`config.mk`:
```
export PLATFORM = sky130hd
export DESIGN_NAME = alu_acc_pipe
export DESIGN_NICKNAME = d
export VERILOG_FILES = /design/src/rtl/alu_acc_pipe.sv
export SDC_FILE = /design/constraint.sdc
export NUM_CORES = 1
export LEC_CHECK = 0
export CORE_UTILIZATION = 52
export DETAILED_ROUTE_END_ITERATION = 16
export GPL_TIMING_DRIVEN = 0
export HOLD_SLACK_MARGIN = 0.15
export PLACE_DENSITY = 0.85
export REMOVE_ABC_BUFFERS = 1
export SETUP_SLACK_MARGIN = 0.2
export SYNTH_ARGS = -nofsm -noshare
export SYNTH_HDL_FRONTEND = slang
export SYNTH_SLANG_ARGS = --single-unit
```
`constraint.sdc`:
```
create_clock -name clk -period 3.85 [get_ports clk]
set_input_delay 0.385 -clock clk [delete_from_list [all_inputs] [get_ports clk]]
set_output_delay 0.385 -clock clk [all_outputs]
set_load 0.005 [all_outputs]
```
`src/rtl/alu_acc_pipe.sv`:
```
// Registered W-bit ALU with accumulator, carry chaining and a one-deep output stage.
// Define ALU_ACC_PIPE_SAT_EN to clamp carrying adds to all-ones and borrowing subtracts to zero.
module alu_acc_pipe #(
  parameter int             W       = 8,
  parameter logic [W-1:0]   ACC_RST = '0
) (
  input  logic         clk,
  input  logic         rst,
  input  logic         in_valid,
  output logic         in_ready,
  input  logic [2:0]   op,
  input  logic         use_acc,
  input  logic         acc_wr,
  input  logic [W-1:0] a,
  input  logic [W-1:0] b,
  output logic         out_valid,
  input  logic         out_ready,
  output logic [W-1:0] q,
  output logic         c,
  output logic         z,
  output logic         n,
  output logic         v,
  output logic [W-1:0] acc
);

  localparam logic [2:0] OP_ADD   = 3'b000;
  localparam logic [2:0] OP_SUB   = 3'b001;
  localparam logic [2:0] OP_AND   = 3'b010;
  localparam logic [2:0] OP_OR    = 3'b011;
  localparam logic [2:0] OP_XOR   = 3'b100;
  localparam logic [2:0] OP_ADC   = 3'b101;
  localparam logic [2:0] OP_SBB   = 3'b110;
  localparam logic [2:0] OP_PASSB = 3'b111;

  // Handshake: a transfer happens on any edge where valid && ready are both high.
  // in_ready is high whenever the output slot is empty or is being drained this cycle,
  // so an op can be accepted in the same cycle the previous result leaves.
  logic accept;
  assign in_ready = !out_valid || out_ready;
  assign accept   = in_valid && in_ready;

  logic         cf;
  logic [W-1:0] opa;
  logic [W-1:0] opb;
  logic         cin;
  logic [W:0]   add_s;
  logic [W:0]   sub_d;
  logic [W-1:0] res_raw;
  logic [W-1:0] res_q;
  logic         res_c;
  logic         res_v;
  logic         is_add;
  logic         is_sub;

  assign opa = use_acc ? acc : a;
  assign opb = b;
  assign cin = ((op == OP_ADC) || (op == OP_SBB)) && cf;

  // Both sums are kept at W+1 bits so bit W is the carry or the borrow.
  assign add_s = {1'b0, opa} + {1'b0, opb} + {{W{1'b0}}, cin};
  assign sub_d = {1'b0, opa} - {1'b0, opb} - {{W{1'b0}}, cin};

  always_comb begin
    res_raw = '0;
    res_c   = 1'b0;
    res_v   = 1'b0;
    is_add  = 1'b0;
    is_sub  = 1'b0;
    case (op)
      OP_ADD, OP_ADC: begin
        is_add  = 1'b1;
        res_raw = add_s[W-1:0];
        res_c   = add_s[W];
        res_v   = (opa[W-1] == opb[W-1]) && (add_s[W-1] != opa[W-1]);
      end
      OP_SUB, OP_SBB: begin
        is_sub  = 1'b1;
        res_raw = sub_d[W-1:0];
        res_c   = sub_d[W];
        res_v   = (opa[W-1] != opb[W-1]) && (sub_d[W-1] != opa[W-1]);
      end
      OP_AND:   res_raw = opa & opb;
      OP_OR:    res_raw = opa | opb;
      OP_XOR:   res_raw = opa ^ opb;
      OP_PASSB: res_raw = opb;
      default:  res_raw = '0;
    endcase
  end

`ifdef ALU_ACC_PIPE_SAT_EN
  // Carry and overflow still describe the unclamped result; only q is clamped.
  always_comb begin
    res_q = res_raw;
    if (is_add && res_c) res_q = '1;
    if (is_sub && res_c) res_q = '0;
  end
`else
  logic unused_kind;
  assign unused_kind = is_add ^ is_sub;
  assign res_q = res_raw;
`endif

  always_ff @(posedge clk) begin
    if (rst) begin
      out_valid <= 1'b0;
      q         <= '0;
      c         <= 1'b0;
      z         <= 1'b0;
      n         <= 1'b0;
      v         <= 1'b0;
      cf        <= 1'b0;
      acc       <= ACC_RST;
    end else if (accept) begin
      out_valid <= 1'b1;
      q         <= res_q;
      c         <= res_c;
      z         <= (res_q == '0);
      n         <= res_q[W-1];
      v         <= res_v;
      cf        <= res_c;
      if (acc_wr) acc <= res_q;
    end else if (out_ready) begin
      out_valid <= 1'b0;
    end
  end

endmodule

```
* After elaboration in Yosys (flattened, before gate mapping)
Cells that the tools add are included.
Cells by class: add/subtract/negate cells 4, equal/unequal tests 11, multiplexer cells 6, bitwise gates (word level) 3, reduce and logical (&&, ||, !) cells 13
Operators with widths (number):
- one-hot mux 8 bit (6 select lines) | 1
- == test 3 bit, second input constant | 4
- adder 8 x 8 -> 9 bit | 1
- adder 9 x 1 -> 9 bit | 1
- subtractor 8 x 8 -> 9 bit | 1
- subtractor 9 x 1 -> 9 bit | 1
- bitwise AND 8 bit | 1
- logical NOT 8 bit | 1
- two-way mux 8 bit | 1
- OR 8 bit | 1
- bitwise XOR 8 bit | 1
- == test 3 x 2 -> 1 bit, second input constant | 2
- logical AND 1 bit | 4
- one-hot mux 1 bit (2 select lines) | 2
- OR reduction 2 bit | 2
- == test 3 x 1 -> 1 bit, second input constant | 1
- logical NOT 3 bit | 1
- != test 1 bit | 3
- logical OR 1 bit | 2
- two-way mux 1 bit | 2
- AND reduction 2 bit | 1
- nonzero test 2 bit | 1
- == test 1 bit | 1
- logical NOT 1 bit | 1
Storage, ports and cells: flip-flop bits (word level) 21, bits of input ports 25, logic and storage cells 44

* Logic depth before layout (Yosys ltp)
word-level depth 7, gate-level depth with buffers 15, depth with buffers taken out 13

* Worst setup path after synthesis
No wires, ideal clock.
path type input to register, start point input port op[0], end point register z, library setup time 0.116 ns, data arrival time 2.971 ns, setup slack 0.763 ns, cell stages on the path 13, path buffers 2, cell sequence buf_2 -> buf_1 -> xor2_1 -> nand3_1 -> fa_1 -> fa_1 -> nor2b_1 -> o31ai_1 -> a21oi_1 -> xor2_1 -> o21ai_0 -> and4_1 -> a31o_1
On the way: longest elaborated chain between the ends 6
Ends and longest elaborated chain:
- from (decl) | line 11 | input logic [2:0] op,
- == test 3 bit | line 57, 69
- logical OR 1 bit | line 57 | assign cin = ((op == OP_ADC) || (op == OP_SBB)) && cf;
- logical AND 1 bit | line 57
- subtractor 9 x 1 -> 9 bit or adder 9 x 1 -> 9 bit (tied branches) | line 61, 60
- one-hot mux 8 bit (6 select lines) * | line 69 | case (op)
- logical NOT 8 bit * | line 117 | z <= (res_q == '0);
- to (signal assigned) | line 117
- to (decl) | line 20 | output logic z,
Mark *: on every way between the ends. The rest lies on a longest branch, timed or not. A chain may end at the register's enable or synchronous reset.

* Worst setup path after layout
start point input port op[2], end point register z
The elaborated chain is that of the path after synthesis.

==> results_dict.tcl <==
set metrics [dict create \
    drive_above_1_share_pct 5.64 \
    yosysSeqAreaShare_pct 17.5 \
    max_freq_mhz 285 \
    grt_max_degree 26 \
    worstSetupPathType "primary input to flop" \
    clk_latency_ns 0.25 \
    maxCapViolCount 0 \
    crit_buf_inv 1 \
    yosysMostFrequentCell "inv_1" \
    overflow 0 \
    yosys-top-cells-count "inv_1 (32), ha_1 (28), nand2_1 (28)" \
    io_buffers 46 \
    clockBufferDepth 2 \
    p_per_area_nw_per_um2 286 \
    finalMaxSlewViolations 0 \
    total_power_uw 797 \
    drtIter0Drc 117 \
    grt_pass1_wl_um 9550 \
    crit_fanout 21 \
    via_count 2293 \
    synth_edf_count 0 \
    first_pass_iters 5 \
    worst_path_max_delay_cell "dlygate4sd2_1" \
    placedCellCount 383 \
    path_delay_family "adder cells" \
    antenna_found_initial 0 \
    final_cells 387 \
    endpoint_kind "flop" \
    syn_area_per_cell_um2 7.62 \
    worst_path_most_repeated_cell "fa_1" \
    critPathRequiredTime_ns 4.05 \
    hp-class "flop to flop" \
    finalHoldViolCount 0 \
    leakage_uw 0.00121 \
    fin_crit_sh_pct 91.0 \
    status "completed" \
    synth_ff_type "dfxtp_1" \
    post-route-min-period_ns 3.50 \
    remaining_drc_errors 0 \
    rsz0062_at_grt "false" \
    die_x_um 68.3 \
    synthDominantAreaCellType "dfxtp_1" \
    cts_setup_buffers 0 \
    io-pin-count 47 \
    slowest_delay_ns 0.70 \
    worst_slew_pin_slew_ns 0.760 \
    die_area_um2 4660 \
    setup_viol 0 \
    ir_drop_mv 0.199 \
    synth_top_cells_by_area "dfxtp_1 (18%), ha_1 (15%), inv_1 (5.3%)" \
    cp.depth 11 \
    drt-total-wl_um 6030 \
    grt_pass1_vias 2080 \
    initial_core_util_pct 55.5 \
    die_h_um 68.3 \
    postCtsHoldBufs 0 \
    antennaDiodeCount 0 \
    dp.final_hpwl_um 4660 \
    grt_use_total_pct 27.2 \
    antenna_left 0 \
    syn-cell-area_um2 2280 \
    clock-sinks 20 \
    cts_tree "done" \
    root_buffer "clkbuf_8" \
    r2r_cells 10 \
    cts-htree-levels 1 \
    viasPerCell 5.93 \
    slew_headroom_pct 49.2 \
    fin_nets 395 \
    core_um2 4120 \
    start_kind "primary input" \
    cp_cell_sequence "dlygate4sd2_1, nand3_1, fa_1, fa_1, nor2b_1, o31ai_1, a21oi_1, xor2_1, o21ai_0, and4_1, a31o_1" \
    cts-buffers-inserted 3 \
    netlist_instances 300 \
    synth_seq_cells 20 \
    area_growth_syn_to_layout_pct 22.1 \
    skew_ns 0.000880 \
    wl_per_cell_um 15.6 \
    holdWs_ns 0.456 \
    yosysTopAreaCellShare_pct 17.5 \
    ys_types 58 \
    rows 23 \
    whs_path_depth 2 \
    yosysWarnings 0 \
    clk_pin_slew_ns 0.07 \
    synthArstFlopShare_pct 0 \
    place.gp.congestion 0.942 \
    arrival_ns 3.71 \
]
[cell type report]
type                       instances  area, um2
tap                               50       62.6
inverter                          33        124
multi-input combinational        234       1700
timing repair buffer              46        444
sequential                        20        400
clock buffer                       4       55.1
fill                             367       1330
[logic make-up (layout without fill, tap and decap cells)]
| group | count (synthesis) | in the layout | share of synthesized area (%) |
|---|---|---|---|
| AOI/OAI and AO/OA | 88 | 88 | 26.4 |
| and+or+nand+nor | 92 | 92 | 19.8 |
| muxes | 10 | 10 | 4.60 |
| xor gates and xnor gates | 12 | 12 | 4.60 |
| DFF | 20 | 20 | 17.5 |
| adders and majority gates | 32 | 32 | 18.8 |
| buffers and inverters | 46 | 83 | 8.27 |
[cell usage in the layout (no fill, tap or decap), types with 2 or more instances in the layout]
cell type         n
a211oi_1          8
clkbuf_8          4
a2bb2oi_1         2
nand2_1          28
inv_1            32
nor3_1            5
a31oi_1           3
xor2_1            7
mux2i_1           7
clkbuf_2          3
a311o_2           2
a22oi_1           3
xnor2_1           5
o21ai_0          15
a21oi_1          22
a21boi_0          3
clkdlybuf4s50_1  42
nand3b_1          2
nand3_1           6
ha_1             28
nor2_1           22
o221ai_1          3
or3_1             3
o31ai_1           2
dfxtp_1          20
nor2b_1           7
mux2i_2           2
fa_1              4
and3_1            2
or2_2             3
o21a_1            5
nand2b_1          7
a221oi_1          2
o22ai_1           4
[path summary, 6_finish.rpt]
check / start / slack [ns] / end
worst max-delay path: op[2] / 0.35 / z
worst min-delay path: q[2] / 0.46 / q[2]
worst max register to register: acc[3] / 0.78 / z
worst min register to register: q[2] / 0.46 / q[2]
[what timing repair did]
action,in CTS,in global routing
resized for setup,4,8
cloned,0,0
setup endpoints to repair,9,7
pin swaps,0,0
[flip-flops by register name, indices dropped and copies added (netlist names)]
signal and flops:
out_valid 1, v 1, q 8, cf 1, z 1, acc 8
[tightest hold or removal path, stage by stage, from the launching register on]
cell and delay (ns):
dfxtp_1 0.31, nand2_1 0.05, a21oi_1 0.05
[where the power goes]
group          internal [uW]  switching (uW)
Combinational            189             218
Sequential               223            9.88
Clock                   90.9            65.9
[through the flow]
step                      area, um2  setup slack (ns)  util (%)  TNS (ns)
after floorplan                2220              1.10         -         0
after global placement         2740            -0.211      66.6    -0.830
after detailed placement       2740            -0.294      66.6     -1.57
after CTS                      2790             0.261      67.9         0
after global routing           2790             0.207      67.8         0
final                          2790             0.346      67.8         0
[per-layer routing]
layer	GRT usage [%]	wire length, um	vias to the layer above	share of wire (%)
li1	-	-	1130	-
met2	46.2	2880	87	48
met4	11.2	244	0	4.0
met5	0	0	-	0
met1	34.1	2560	1056	42
met3	3.83	348	20	5.8
No activity file was read; power rests on OpenSTA's default activity.
